File: src/rtl/rx_frame_sync_pkg.sv
// rtl/rx_frame_sync_pkg.sv - shared types, delimiter defaults and frame sizing for rx_frame_sync
// The CRC field width follows RX_FRAME_SYNC_CRC_EN.
package rx_frame_sync_pkg;

  typedef enum logic {
    HUNT   = 1'b0,
    LOCKED = 1'b1
  } state_e;

  localparam logic [7:0] START_CHAR = 8'hA5;
  localparam logic [7:0] END_CHAR   = 8'h5A;
  localparam logic [7:0] CRC8_POLY  = 8'h07;

`ifdef RX_FRAME_SYNC_CRC_EN
  localparam int CRC_BITS = 8;
`else
  localparam int CRC_BITS = 0;
`endif

  function automatic int frame_bits(input int payload_bits, input int delim_bits);
    return 2 * delim_bits + payload_bits + CRC_BITS;
  endfunction

endpackage

File: src/rtl/rx_crc8.sv
// rtl/rx_crc8.sv - combinational CRC-8 (init 0x00, MSB first) over a WIDTH-bit vector
module rx_crc8
  import rx_frame_sync_pkg::*;
#(
  parameter int WIDTH = 32
) (
  input  logic [WIDTH-1:0] data_i,
  output logic [7:0]       crc_o
);

  always_comb begin
    logic [7:0] c;
    c = 8'h00;
    for (int i = WIDTH - 1; i >= 0; i--) begin
      c = {c[6:0], 1'b0} ^ ((c[7] ^ data_i[i]) ? CRC8_POLY : 8'h00);
    end
    crc_o = c;
  end

endmodule

File: src/rtl/rx_frame_sync.sv
// rtl/rx_frame_sync.sv - serial frame hunter with HUNT/LOCKED flywheel and one-entry payload holding register
// Optional CRC-8 field and crc_err output under RX_FRAME_SYNC_CRC_EN.
module rx_frame_sync
  import rx_frame_sync_pkg::*;
#(
  parameter int                    PAYLOAD_BITS  = 48,
  parameter int                    DELIM_BITS    = 8,
  parameter logic [DELIM_BITS-1:0] START_PATTERN = DELIM_BITS'(START_CHAR),
  parameter logic [DELIM_BITS-1:0] END_PATTERN   = DELIM_BITS'(END_CHAR),
  parameter int                    MAX_MISSES    = 3,
  parameter int                    CNT_BITS      = 16
) (
  input  logic                    clk,
  input  logic                    reset,
  input  logic                    bit_in,
  input  logic                    bit_valid,
  input  logic                    clear,
  output logic [PAYLOAD_BITS-1:0] pkt_data,
  output logic                    pkt_valid,
  input  logic                    pkt_ready,
  output logic                    locked,
  output logic                    overrun,
  output logic [CNT_BITS-1:0]     frame_count,
  output logic [CNT_BITS-1:0]     miss_count
`ifdef RX_FRAME_SYNC_CRC_EN
  ,
  output logic                    crc_err
`endif
);

  localparam int FB      = frame_bits(PAYLOAD_BITS, DELIM_BITS);
  localparam int CRC_W   = FB - 2 * DELIM_BITS - PAYLOAD_BITS;
  localparam int ALIGN_W = $clog2(FB);
  localparam logic [ALIGN_W-1:0]  ALIGN_FULL = ALIGN_W'(FB - 1);
  localparam logic [ALIGN_W-1:0]  ALIGN_NEXT = ALIGN_W'(FB - 2);
  localparam logic [ALIGN_W-1:0]  ALIGN_ONE  = 1;
  localparam logic [CNT_BITS-1:0] CNT_ONE    = 1;
  localparam logic [3:0]          MISS_LIMIT = 4'(MAX_MISSES);

  logic [FB-1:0]           sr_q, sr_d;
  state_e                  state_q, state_d;
  logic [ALIGN_W-1:0]      align_q, align_d;
  logic [3:0]              miss_q, miss_d;
  logic                    shifted_q, shifted_d;
  logic                    slot_q, slot_d;
  logic [PAYLOAD_BITS-1:0] data_q, data_d;
  logic                    valid_q, valid_d;
  logic                    overrun_q, overrun_d;
  logic [CNT_BITS-1:0]     frame_cnt_q, frame_cnt_d;
  logic [CNT_BITS-1:0]     miss_cnt_q, miss_cnt_d;
  logic                    crc_err_q, crc_err_d;

  logic                    delim_match, crc_ok, eval, good, bad_crc;
  logic [PAYLOAD_BITS-1:0] payload;

  assign delim_match = (sr_q[FB-1 -: DELIM_BITS] == START_PATTERN) &&
                       (sr_q[DELIM_BITS-1:0] == END_PATTERN);
  assign payload     = sr_q[DELIM_BITS+CRC_W +: PAYLOAD_BITS];

`ifdef RX_FRAME_SYNC_CRC_EN
  logic [7:0] crc_calc;
  rx_crc8 #(.WIDTH(PAYLOAD_BITS)) u_crc (
    .data_i (payload),
    .crc_o  (crc_calc)
  );
  assign crc_ok  = (crc_calc == sr_q[DELIM_BITS +: 8]);
  assign crc_err = crc_err_q;
`else
  assign crc_ok  = 1'b1;
`endif

  // HUNT looks at every new shift position; LOCKED only at the flywheel slot.
  assign eval    = (state_q == HUNT) ? shifted_q : slot_q;
  assign good    = eval && delim_match && crc_ok;
  assign bad_crc = eval && delim_match && !crc_ok;

  always_comb begin
    sr_d        = sr_q;
    state_d     = state_q;
    align_d     = align_q;
    miss_d      = miss_q;
    shifted_d   = bit_valid && !clear;
    slot_d      = 1'b0;
    data_d      = data_q;
    valid_d     = valid_q;
    overrun_d   = 1'b0;
    frame_cnt_d = frame_cnt_q;
    miss_cnt_d  = miss_cnt_q;
    crc_err_d   = bad_crc;

    if (bit_valid) sr_d = {sr_q[FB-2:0], bit_in};

    case (state_q)
      HUNT: begin
        if (bit_valid && align_q != '0) align_d = align_q - ALIGN_ONE;
        if (good) begin
          state_d = LOCKED;
          miss_d  = '0;
          // A bit arriving in the capture cycle already belongs to the next frame.
          align_d = bit_valid ? ALIGN_NEXT : ALIGN_FULL;
        end
      end
      LOCKED: begin
        if (bit_valid) begin
          if (align_q == '0) begin
            align_d = ALIGN_FULL;
            slot_d  = 1'b1;
          end else begin
            align_d = align_q - ALIGN_ONE;
          end
        end
        if (slot_q) begin
          if (good) begin
            miss_d = '0;
          end else begin
            if (miss_cnt_q != '1) miss_cnt_d = miss_cnt_q + CNT_ONE;
            if (miss_q + 4'd1 >= MISS_LIMIT) begin
              state_d = HUNT;
              miss_d  = '0;
            end else begin
              miss_d = miss_q + 4'd1;
            end
          end
        end
      end
      default: state_d = HUNT;
    endcase

    if (good) begin
      if (!valid_q || pkt_ready) begin
        data_d  = payload;
        valid_d = 1'b1;
        if (frame_cnt_q != '1) frame_cnt_d = frame_cnt_q + CNT_ONE;
      end else begin
        overrun_d = 1'b1;
      end
    end else if (pkt_ready) begin
      valid_d = 1'b0;
    end

    if (clear) begin
      sr_d    = '0;
      state_d = HUNT;
      align_d = '0;
      miss_d  = '0;
      slot_d  = 1'b0;
    end
  end

  always_ff @(posedge clk) begin
    if (reset) begin
      sr_q        <= '0;
      state_q     <= HUNT;
      align_q     <= '0;
      miss_q      <= '0;
      shifted_q   <= 1'b0;
      slot_q      <= 1'b0;
      data_q      <= '0;
      valid_q     <= 1'b0;
      overrun_q   <= 1'b0;
      frame_cnt_q <= '0;
      miss_cnt_q  <= '0;
      crc_err_q   <= 1'b0;
    end else begin
      sr_q        <= sr_d;
      state_q     <= state_d;
      align_q     <= align_d;
      miss_q      <= miss_d;
      shifted_q   <= shifted_d;
      slot_q      <= slot_d;
      data_q      <= data_d;
      valid_q     <= valid_d;
      overrun_q   <= overrun_d;
      frame_cnt_q <= frame_cnt_d;
      miss_cnt_q  <= miss_cnt_d;
      crc_err_q   <= crc_err_d;
    end
  end

`ifndef RX_FRAME_SYNC_CRC_EN
  logic unused_crc_err;
  assign unused_crc_err = crc_err_q ^ bad_crc;
`endif

  assign pkt_data    = data_q;
  assign pkt_valid   = valid_q;
  assign locked      = (state_q == LOCKED);
  assign overrun     = overrun_q;
  assign frame_count = frame_cnt_q;
  assign miss_count  = miss_cnt_q;

endmodule

File: config.mk
export PLATFORM = sky130hd
export DESIGN_NAME = rx_frame_sync
export DESIGN_NICKNAME = d
export VERILOG_FILES = /design/src/rtl/rx_frame_sync_pkg.sv /design/src/rtl/rx_crc8.sv /design/src/rtl/rx_frame_sync.sv
export SDC_FILE = /design/constraint.sdc
export NUM_CORES = 1
export LEC_CHECK = 0
export CORE_ASPECT_RATIO = 0.5
export CORE_UTILIZATION = 54
export DETAILED_ROUTE_END_ITERATION = 6
export PLACE_DENSITY = 0.8
export SYNTH_ARGS = -nofsm -noshare
export SYNTH_HDL_FRONTEND = slang
export SYNTH_HIERARCHICAL = 1
export SYNTH_SLANG_ARGS = --single-unit
File: constraint.sdc
create_clock -name clk -period 2.8 [get_ports clk]
set_input_delay 0.28 -clock clk [delete_from_list [all_inputs] [get_ports clk]]
set_output_delay 0.28 -clock clk [all_outputs]
set_load 0.03 [all_outputs]
Word level (Yosys, flattened, before mapping)
Cells that the tools add are included.
- $add $sub $neg: 4
- magnitude comparators: 1
- equality and inequality tests: 9
- mux-type cells: 22
- bitwise operators: 3
- reduce and logical (&&, ||, !) cells: 19
- operator list (cell ; count):
    $add 16x1->16 const B ; 2
    $ne 16x16->1 const B ; 2
    $mux 6 ; 4
    $mux 4 ; 4
    $pmux 6 s2 ; 1
    $mux 1 ; 11
    $eq 8x7->1 const B ; 1
    $eq 8x8->1 const B ; 1
    $pmux 4 s2 ; 1
    $reduce_and 2->1 ; 4
    $logic_not 6->1 ; 1
    $reduce_bool 6->1 ; 1
    $sub 6x1->6 const B ; 1
    $add 4x1->4 const B ; 1
    $ge 4x2->1 const B ; 1
    $logic_and 1x1->1 ; 4
    $ne 2x1->1 const B ; 2
    $ne 2x2->1 const B ; 2
    $reduce_and 4->1 ; 1
    $reduce_or 2->1 ; 2
    $reduce_or 4->1 ; 1
    $ne 3x2->1 const B ; 1
    $not 1->1 ; 3
    $reduce_and 3->1 ; 1
    other kinds (4) ; 5
- register bits after elaboration: 159
- output and inout port bits: 83
- word-level logic and storage cells: 69

Logic depth before layout (Yosys ltp)
Gate-level depths: netlist (run 1).
- word-level depth: 6
- gate-level depth with buffers: 8
- gate-level depth less buffers: 6

Worst setup path before layout (run 1)
Ideal clock, no wire load.
- path type: register to register
- from: register sr_q[59]
- to: register miss_cnt_q[1] (netlist: miss_count[1])
- setup time: 0.128 ns
- arrival time: 2.073 ns
- data required time: 2.672 ns
- slack: 0.600 ns
- cell stages (with the launch flop): 8
- buffers on the path: 2
- period minus slack after synthesis: 2.200 ns
- cells stage by stage: dfxtp_1 or4b_4 or4_1 buf_2 o211ai_1 buf_2 mux2i_1 nor2_1
- longest elaborated chain between the ends: 5
- RTL lines (what ; line ; text):
    from (decl) ; rx_frame_sync.sv:40 ; logic [FB-1:0] sr_q, sr_d;
    from (signal assigned) ; rx_frame_sync.sv:165 ; sr_q <= sr_d;
    $eq 8x8->1 ; rx_frame_sync.sv:56 ; assign delim_match = (sr_q[FB-1 -: DELIM_BITS] == START_PATTERN) &&
    $logic_and 1x1->1 ; rx_frame_sync.sv:56 ;
    $logic_and 1x1->1 ; n/a ;
    $not 1->1 (no source line) ; n/a ;
    $reduce_and 4->1 (no source line) ; n/a ;
    to (signal assigned) ; rx_frame_sync.sv:175 ; miss_cnt_q <= miss_cnt_d;
    to (decl) ; rx_frame_sync.sv:50 ; logic [CNT_BITS-1:0] miss_cnt_q, miss_cnt_d;
Every way passes these cells.
A chain may end at the register's enable or synchronous reset.

Worst setup path after layout (run 1)
Ends and elaborated chain as after synthesis.

==> impl_metrics.ini, run 1 <==
[yosys]
ys_types = 47
synth_top_area_cell = dfxtp_1
syn_inst = 699
synthesis.nets = 711
yosys-top-cells-count = dfxtp_1 (159), nand2_1 (112), a21oi_1 (82), nor2_1 (80), mux2i_1 (69)
synth_edf_count = 0
synth-seq-cells = 159
ys_seq_area_share_pct = 50.7
yosysWarnings = 6
yosysMostFrequentCell = dfxtp_1
synthArstFlopShare_pct = 0
synthDominantCellAreaShare_pct = 50.7
synth.avg_cell_area_um2 = 8.97
ys.flop_type = dfxtp_1
synth_area_leaders = dfxtp_1 (51%), mux2i_1 (11%), nand2_1 (6.7%), a21oi_1 (6.5%), nor2_1 (4.8%)
syn_area_mm2 = 0.00627

[detailed_routing]
drt-vias-per-instance = 5.55
wire_per_inst_um = 14.0
firstDrtPassIters = 5
vias = 5185
route.detailed.drc = 0
drtIter0Drc = 254
drt-total-wl_um = 13100
ant_nets = 0

[pwr]
p_clk_share_pct = 48.1
p_int_mw = 3.53
comb_power_share_pct = 2.3
swShare_pct = 22.6
power.share.sequential_pct = 49.6
p_per_area_mw_per_mm2 = 585
vdd_drop_max_uv = 398
p_leak_nw = 2.79
p_sw_mw = 1.03

[die]
die_area_mm2 = 0.0121
row_count = 27
die_x_um = 154
fp.dieH_um = 78.2
core_area_mm2 = 0.0111
initial_core_util_pct = 56.3
pin_count = 89

[critical_path]
path_class = flip-flop to flip-flop
required_ns = 3.10
critical_path_buf_inv_count = 0
worstPathArrival_ns = 2.75
crit_family = simple AND/OR/NAND/NOR gates
critPathSlowestCell = or4_1
end_kind = flip-flop
start_kind = flip-flop
critPathMaxFanout = 12
slowest_delay_ns = 0.71
cp_cell_sequence = or4b_4 > or4_1 > o211ai_1 > mux2i_1 > nor2_1

[clock_network]
post_cts_resized = 0
cts_buffers = 17
cts-root-buf = clkbuf_16
cts_sinks = 159
clock_latency_ns = 0.42
cts_htree_levels = 4
holdBufCountCts = 0
clk_path_buf_depth = 2
clk_pin_slew_ns = 0.06
postCtsSetupBuffers = 0
cts_tree = yes

[sta]
period_share_pct = 87.5
slew_violations = 0
finalSetupViolations = 0
relSlewSlack_pct = 48.8
fmax_ghz = 0.408
finClkSkew_ns = 0.0104
fin_setup_tns_ns = 0
post-route-min-period_ns = 2.45
rsz0062_at_grt = no
tightestPinTransition_ns = 0.764
setup_slack_ns = 0.351
finalHoldViolCount = 0

[global_routing]
grt_max_degree = 73
grt_pass1_vias = 4827
grt_use_total_pct = 22.5
antenna_found_initial = 0
overflow = 0
grt_pass1_wl_um = 22100

[cells_and_area]
fill_cells = 863
fin_nets = 789
final_area_mm2 = 0.00781
syn2layout_area_growth_pct = 24.5
n_antenna_cell = 0
layout-drive-gt1-share_pct = 6.84

[place]
io_buffers = 88
dp_slack_ns = 0.354
hpwl_um = 8230
placed_area_mm2 = 0.00725
gp_congestion = 0.847

[hold_path]
hp-class = input port to flip-flop

[run]
drv_cap = 0

[run_status]
status = finished, final reports clean
==> area by class of cell <==
type                            instances  area, µm²  share of cell area (%)
Sequential cell                       159       3180                    40.8
Tap cell                              145        181                    2.32
Clock buffer                           17        425                    5.45
Multi-Input combinational cell        494       2900                    37.1
Clock inverter                         14        133                    1.70
Timing Repair Buffer                   98        961                    12.3
Inverter                                7       26.3                   0.337
==> worst min-delay path, cell delays in order <==
cell and delay, ns:
buf_2 0.11, buf_4 0.23, nor2_1 0.12
==> per-stage QoR <==
stage | hold WS, ns | instances | total power [mW] | util (%)
5_1_grt | 0.371 | 934 | 4.71 | 70.0
4_1_cts | 0.340 | 934 | 4.61 | 70.0
3_5_place_dp | 0.444 | 903 | 2.42 | 65.0
2_1_floorplan | 0.428 | 699 | 2.40 | -
3_3_place_gp | 0.441 | 903 | 2.42 | 65.0
6_report | 0.356 | 934 | 4.56 | 70.0
==> power by group through the flow <==
stage	registers [mW]	logic [mW]	clock network (mW)
after global placement	2.31	0.103	0
after floorplan	2.31	0.0813	0
final	2.26	0.104	2.20
after global routing	2.26	0.112	2.33
after detailed placement	2.31	0.104	0
after CTS	2.26	0.105	2.24
==> routing by layer <==
layer	vias up	wire length, µm	global-route usage [%]
met5	-	0	0
met4	0	155	9.11
met3	13	482	4.58
met2	106	6180	38.9
met1	2468	6270	27.6
li1	2598	-	-
==> state kept, by name (all words and copies together) (netlist names) <==
| signal | flops |
|---|---|
| frame_count | 16 |
| miss_q | 4 |
| shifted_q | 1 |
| overrun | 1 |
| slot_q | 1 |
| locked | 1 |
| pkt_data | 48 |
| sr_q | 64 |
| align_q | 6 |
| miss_count | 16 |
| pkt_valid | 1 |
==> logic make-up after synthesis <==
| group | Yosys count | share of synthesized area [%] |
|---|---|---|
| muxes | 70 | 11.2 |
| adders and majority gates | 6 | 1.20 |
| and+or+nand+nor | 287 | 21.9 |
| xor gates and xnor gates | 4 | 0.559 |
| buffers and inverters | 46 | 3.13 |
| AOI/OAI and AO/OA | 127 | 11.3 |
| DFF | 159 | 50.7 |
==> cell usage in the layout (no fill, tap or decap), types with 3 or more instances in the layout <==
| cell | netlist | layout |
|---|---|---|
| and4_1 | 7 | 7 |
| buf_4 | 1 | 10 |
| inv_1 | 7 | 7 |
| nor2_1 | 80 | 80 |
| nand2b_1 | 3 | 3 |
| a21oi_1 | 82 | 82 |
| clkdlybuf4s50_1 | 0 | 86 |
| a31oi_1 | 3 | 3 |
| ha_1 | 6 | 6 |
| dfxtp_1 | 159 | 159 |
| nor3_1 | 8 | 8 |
| nand4b_1 | 3 | 3 |
| clkinv_2 | 0 | 3 |
| clkbuf_16 | 0 | 17 |
| nand3_1 | 17 | 17 |
| nand4_1 | 6 | 6 |
| o21ai_0 | 20 | 20 |
| or3_1 | 12 | 12 |
| or4_1 | 10 | 10 |
| inv_6 | 0 | 5 |
| o31ai_1 | 9 | 9 |
| nand2_1 | 112 | 112 |
| and3_1 | 11 | 11 |
| mux2i_1 | 69 | 69 |
| and2_1 | 4 | 4 |
==> path summary, 6_finish.rpt <==
path	cells after the start	endpoint	from	slack, ns
min reg2reg	2	pkt_data[4]$_SDFFE_PP0P_	pkt_data[4]$_SDFFE_PP0P_	0.45
max reg2reg	5	miss_count[1]$_SDFFE_PP0P_	sr_q[59]$_SDFFE_PP0P_	0.35
min	3	miss_count[1]$_SDFFE_PP0P_	reset	0.36
max	5	miss_count[1]$_SDFFE_PP0P_	sr_q[59]$_SDFFE_PP0P_	0.35
No activity file was read; power rests on OpenSTA's default activity.
==> inputs of run 2 (changes only) <==
Settings changed: ABC_CLOCK_PERIOD_IN_PS set to 2800, CORE_UTILIZATION 54 to 49, PLACE_DENSITY 0.8 to 0.74.
==> impl_metrics.ini, run 2 (synthesis gave the netlist of run 1 again) <==
[run_status]
status = finished, final reports clean

[clock_network]
cts_tree = yes
holdBufCountCts = 0
cts_htree_levels = 4
cts_buffers = 17
cts_sinks = 159
postCtsSetupBuffers = 0
clock_latency_ns = 0.43
cts-root-buf = clkbuf_16
clk_path_buf_depth = 2
post_cts_resized = 0
clk_pin_slew_ns = 0.06

[pwr]
p_leak_nw = 2.83
vdd_drop_max_uv = 306
total_power_mw = 4.79
p_per_area_mw_per_mm2 = 607

[detailed_routing]
route.detailed.drc = 0
wire_per_inst_um = 14.2
vias = 5177
ant_nets = 0
firstDrtPassIters = 5
drtIter0Drc = 347
drt-vias-per-instance = 5.43
drt-total-wl_um = 13600

[cells_and_area]
fill_cells = 1015
largest-register = sr_q
mostFrequentLayoutCells = dfxtp_1 (159), nand2_1 (112), clkdlybuf4s50_1 (86)
largest_register_ffs = 64
n_antenna_cell = 0
layout-drive-gt1-share_pct = 6.84
fin_nets = 788
final_common_cell = dfxtp_1
syn2layout_area_growth_pct = 25.9
finalNonFillerCells = 954

[sta]
period_share_pct = 88.7
tightestPinTransition_ns = 0.840
rsz0062_at_grt = no
fin_setup_tns_ns = 0
fmax_ghz = 0.402
finalHoldViolCount = 0
finalSetupViolations = 0
holdWs_ns = 0.271
post-route-min-period_ns = 2.48
relSlewSlack_pct = 43.8
finClkSkew_ns = 0.0134
slew_violations = 0
setup_slack_ns = 0.315

[hold_path]
hp-class = input port to flip-flop
holdPathStages = 2
min_from = reset
holdPathEnd = miss_count[0]$_SDFFE_PP0P_

[critical_path]
start_kind = flip-flop
critPathMaxFanout = 12
path_class = flip-flop to flip-flop
end_kind = flip-flop
worstPathArrival_ns = 2.78
r2r_slack_ns = 0.32
r2r_cells = 5
regToRegEndpoint = miss_count[1]$_SDFFE_PP0P_
r2r-start = sr_q[59]$_SDFFE_PP0P_
required_ns = 3.10

[die]
die_area_mm2 = 0.0133
row_count = 28
fp.dieH_um = 82
core_area_mm2 = 0.0122
pin_count = 89
die_x_um = 162
initial_core_util_pct = 51.6

[place]
placed_cells = 922
dp_slack_ns = 0.327
gp_congestion = 0.800
hpwl_um = 8750
io_buffers = 88

[run]
drv_cap = 0

[global_routing]
overflow = 0
grt_use_total_pct = 21.4
antenna_found_initial = 0
grt_max_degree = 65
grt_pass1_wl_um = 22500
grt_pass1_vias = 4820
## run 2: cell count changes in the layout (fill, tap and decap cells not counted), sizes merged
cell,previous run,this run
bufinv,1,3
buf,12,11
clkinv,5,4
clkinvlp,2,1
clkbuf,17,18
## run 2: cell type report
class,instances,area [µm²],area share (%)
clock buffer,18,439,5.56
clock inverter,14,179,2.27
inverter,7,26.3,0.333
multi-input combinational,494,2900,36.7
sequential,159,3180,40.3
tap,165,206,2.61
timing repair buffer,97,966,12.2
## run 2: power by group
| group | switching (mW) | internal [mW] | total, mW | leakage [nW] |
|---|---|---|---|---|
| registers | 0.00103 | 2.26 | 2.26 | 1.28 |
| logic | 0.0705 | 0.0358 | 0.106 | 1.24 |
| clock network | 0.974 | 1.45 | 2.42 | 0.305 |
| total | 1.05 | 3.74 | 4.79 | 2.83 |
## run 2: critical path: stages (launching register included)
cell and delay [ns]:
dfxtp_1 0.32, or4b_4 0.58, or4_1 0.70, o211ai_1 0.44
mux2i_1 0.26, nor2_1 0.05
## run 2: worst max path at each step
stage,to,cells after the start,start,slack [ns]
finish,miss_count[1]$_SDFFE_PP0P_,5,sr_q[59]$_SDFFE_PP0P_,0.32
detailed placement,miss_count[1]$_SDFFE_PP0P_,5,sr_q[59]$_SDFFE_PP0P_,0.33
global route,miss_count[3]$_SDFFE_PP0P_,5,sr_q[59]$_SDFFE_PP0P_,0.19
CTS,miss_count[1]$_SDFFE_PP0P_,5,sr_q[59]$_SDFFE_PP0P_,0.31
floorplan,miss_count[1]$_SDFFE_PP0P_,7,sr_q[59]$_SDFFE_PP0P_,0.60
global placement,miss_count[1]$_SDFFE_PP0P_,5,sr_q[59]$_SDFFE_PP0P_,0.39
## run 2: stage by stage
| stage | util [%] | instance area (µm²) |
|---|---|---|
| 2_1_floorplan | - | 6270 |
| 3_3_place_gp | 59.9 | 7280 |
| 3_5_place_dp | 59.9 | 7280 |
| 4_1_cts | 65.0 | 7900 |
| 5_1_grt | 65.0 | 7900 |
| 6_report | 65.0 | 7900 |
## run 2: metal layers
layer | track usage (%) | routed length [µm] | vias up
met4 | 9.62 | 175 | 0
li1 | - | - | 2613
met1 | 26.2 | 6350 | 2439
met2 | 36.5 | 6520 | 107
met3 | 5.05 | 513 | 18
met5 | 0 | 0 | -
==> inputs of run 3 (changes only) <==
Settings changed: CORE_UTILIZATION 49 to 50, PLACE_DENSITY 0.74 to 0.75, SYNTH_HIERARCHICAL 1 to unset.
==> impl_metrics.ini, run 3 <==
[place]
placed_area_mm2 = 0.00727
io_buffers = 88
hpwl_um = 8300
gp_congestion = 0.773
placed_cells = 922

[clock_network]
holdBufCountCts = 0
postCtsSetupBuffers = 0
cts_sinks = 159
cts_htree_levels = 4
clk_pin_slew_ns = 0.06
clock_latency_ns = 0.42
cts_tree = yes
post_cts_resized = 0
cts-root-buf = clkbuf_16
cts_buffers = 17
clk_path_buf_depth = 2

[yosys]
synth_compound_area_share_pct = 11.3
syn_area_mm2 = 0.00627
synth.mux.area_fraction_pct = 11.2
yosysWarnings = 0
ys.flop_type = dfxtp_1
synthAdderAreaFrac_pct = 1.20
synth_top_area_cell = dfxtp_1
synth_xor_area_share_pct = 0.559
synth_top_family_by_area = simple AND/OR/NAND/NOR gates
synthesis.nets = 711
yosysMostFrequentCell = dfxtp_1
synth-seq-cells = 159
synth_edf_count = 0
synth_area_leaders = dfxtp_1 (51%), mux2i_1 (11%), nand2_1 (6.7%), a21oi_1 (6.5%), nor2_1 (4.8%)
ys_seq_area_share_pct = 50.7
ys_types = 47
syn_inst = 699
yosys-top-cells-count = dfxtp_1 (159), nand2_1 (112), a21oi_1 (82), nor2_1 (80), mux2i_1 (69)
synth-simple-area-share_pct = 21.9
synthDominantCellAreaShare_pct = 50.7
synth.avg_cell_area_um2 = 8.97
synthArstFlopShare_pct = 0

[detailed_routing]
drtIter0Drc = 446
drt-total-wl_um = 13300
dr.max_layer_used = met4
ant_nets = 0
wire_per_inst_um = 13.9
wl_met2_um = 6100
drt-vias-per-instance = 5.36
vias = 5117
met3_length_um = 509
met1_length_um = 6510
route.detailed.drc = 0
firstDrtPassIters = 4

[die]
initial_core_util_pct = 52.2
die_x_um = 160
row_count = 28
die_area_mm2 = 0.0130
pin_count = 89
core_area_mm2 = 0.0120
fp.dieH_um = 81.2

[pwr]
vdd_drop_max_uv = 410
p_leak_nw = 2.79
p_per_area_mw_per_mm2 = 579

[cells_and_area]
n_antenna_cell = 0
syn2layout_area_growth_pct = 24.7
fin_nets = 788
largest-register = sr_q
fill_cells = 1004
final_common_cell = dfxtp_1
final_area_mm2 = 0.00782
largest_register_ffs = 64
layout-drive-gt1-share_pct = 6.84
finalNonFillerCells = 954
mostFrequentLayoutCells = dfxtp_1 (159), nand2_1 (112), clkdlybuf4s50_1 (86)
fin_util_pct = 65.1

[critical_path]
cp_cell_sequence = or4b_4 > or4_1 > o211ai_1 > mux2i_1 > nor2_1
path_class = flip-flop to flip-flop
required_ns = 3.07
critPathSlowestCell = or4_1
end_kind = flip-flop
slowest_delay_ns = 0.71
critical_path_buf_inv_count = 0
critPathMaxFanout = 12
start_kind = flip-flop
crit_family = simple AND/OR/NAND/NOR gates
worstPathArrival_ns = 2.79

[sta]
fmax_ghz = 0.396
slew_violations = 0
finalSetupViolations = 0
holdWs_ns = 0.205
period_share_pct = 90.1
fin_setup_tns_ns = 0
finClkSkew_ns = 0.00835
post-route-min-period_ns = 2.52
tightestPinTransition_ns = 0.886
relSlewSlack_pct = 41.0
rsz0062_at_grt = no
finalHoldViolCount = 0

[global_routing]
grt_pass1_wl_um = 21600
grt_max_degree = 84
grt_use_total_pct = 20.5
antenna_found_initial = 0
grt_pass1_vias = 4514
overflow = 0

[run_status]
status = finished, final reports clean

[hold_path]
hp-class = input port to flip-flop

[run]
drv_cap = 0
-- run 3: changes by cell type in the layout (fill, tap and decap cells not counted), moves of 2 or more --
cell | before | now
bufinv_16 | 3 | 0
clkinv_4 | 1 | 3
inv_6 | 4 | 6
inv_8 | 2 | 0
-- run 3: final cells by class --
cell class                 count  area [µm²]  area share (%)
clock inverter                13         101            1.30
sequential                   159        3180            40.7
inverter                       7        26.3           0.336
tap                          165         206            2.64
clock buffer                  19         453            5.79
multi-input combinational    494        2900            37.1
timing repair buffer          97         953            12.2
-- run 3: worst paths after layout --
check | start | depth (start not counted) | endpoint | slack (ns)
worst min-delay path | reset | 4 | align_q[0]$_SDFFE_PP0P_ | 0.21
worst min register to register | pkt_data[44]$_SDFFE_PP0P_ | 2 | pkt_data[44]$_SDFFE_PP0P_ | 0.45
worst max register to register | sr_q[59]$_SDFFE_PP0P_ | 5 | miss_count[1]$_SDFFE_PP0P_ | 0.28
worst max-delay path | sr_q[59]$_SDFFE_PP0P_ | 5 | miss_count[1]$_SDFFE_PP0P_ | 0.28
-- run 3: logic make-up after synthesis --
family                   count (synthesis)
AO/OA/AOI/OAI                          127
XOR/XNOR                                 4
adder cells (fa/ha/maj)                  6
buffers and inverters                   46
flip-flops                             159
multiplexers                            70
AND/OR/NAND/NOR                        287
-- run 3: metrics by stage --
step | power, mW | worst slack, ns
2_1_floorplan | 2.40 | 0.600
3_3_place_gp | 2.42 | 0.380
3_5_place_dp | 2.42 | 0.333
4_1_cts | 4.56 | 0.322
5_1_grt | 4.68 | 0.181
6_report | 4.53 | 0.277
-- run 3: per-layer routing --
| layer | vias up | track usage [%] |
|---|---|---|
| li1 | 2592 | - |
| met1 | 2388 | 27.0 |
| met2 | 119 | 33.0 |
| met3 | 18 | 5.06 |
| met4 | 0 | 7.52 |
| met5 | - | 0 |
-- run 3: power breakdown --
part           internal [mW]  switching (mW)  total (mW)  leakage, nW
Sequential              2.26         0.00104        2.26         1.28
Combinational         0.0336          0.0698       0.103         1.23
Clock                   1.20           0.967        2.16        0.275
Total                   3.49            1.04        4.53         2.79
-- run 3: worst register-to-register path, cell delays in order, from the launching register on --
cell and delay, ns:
dfxtp_1 0.32, or4b_4 0.58, or4_1 0.71, o211ai_1 0.45, mux2i_1 0.26, nor2_1 0.06
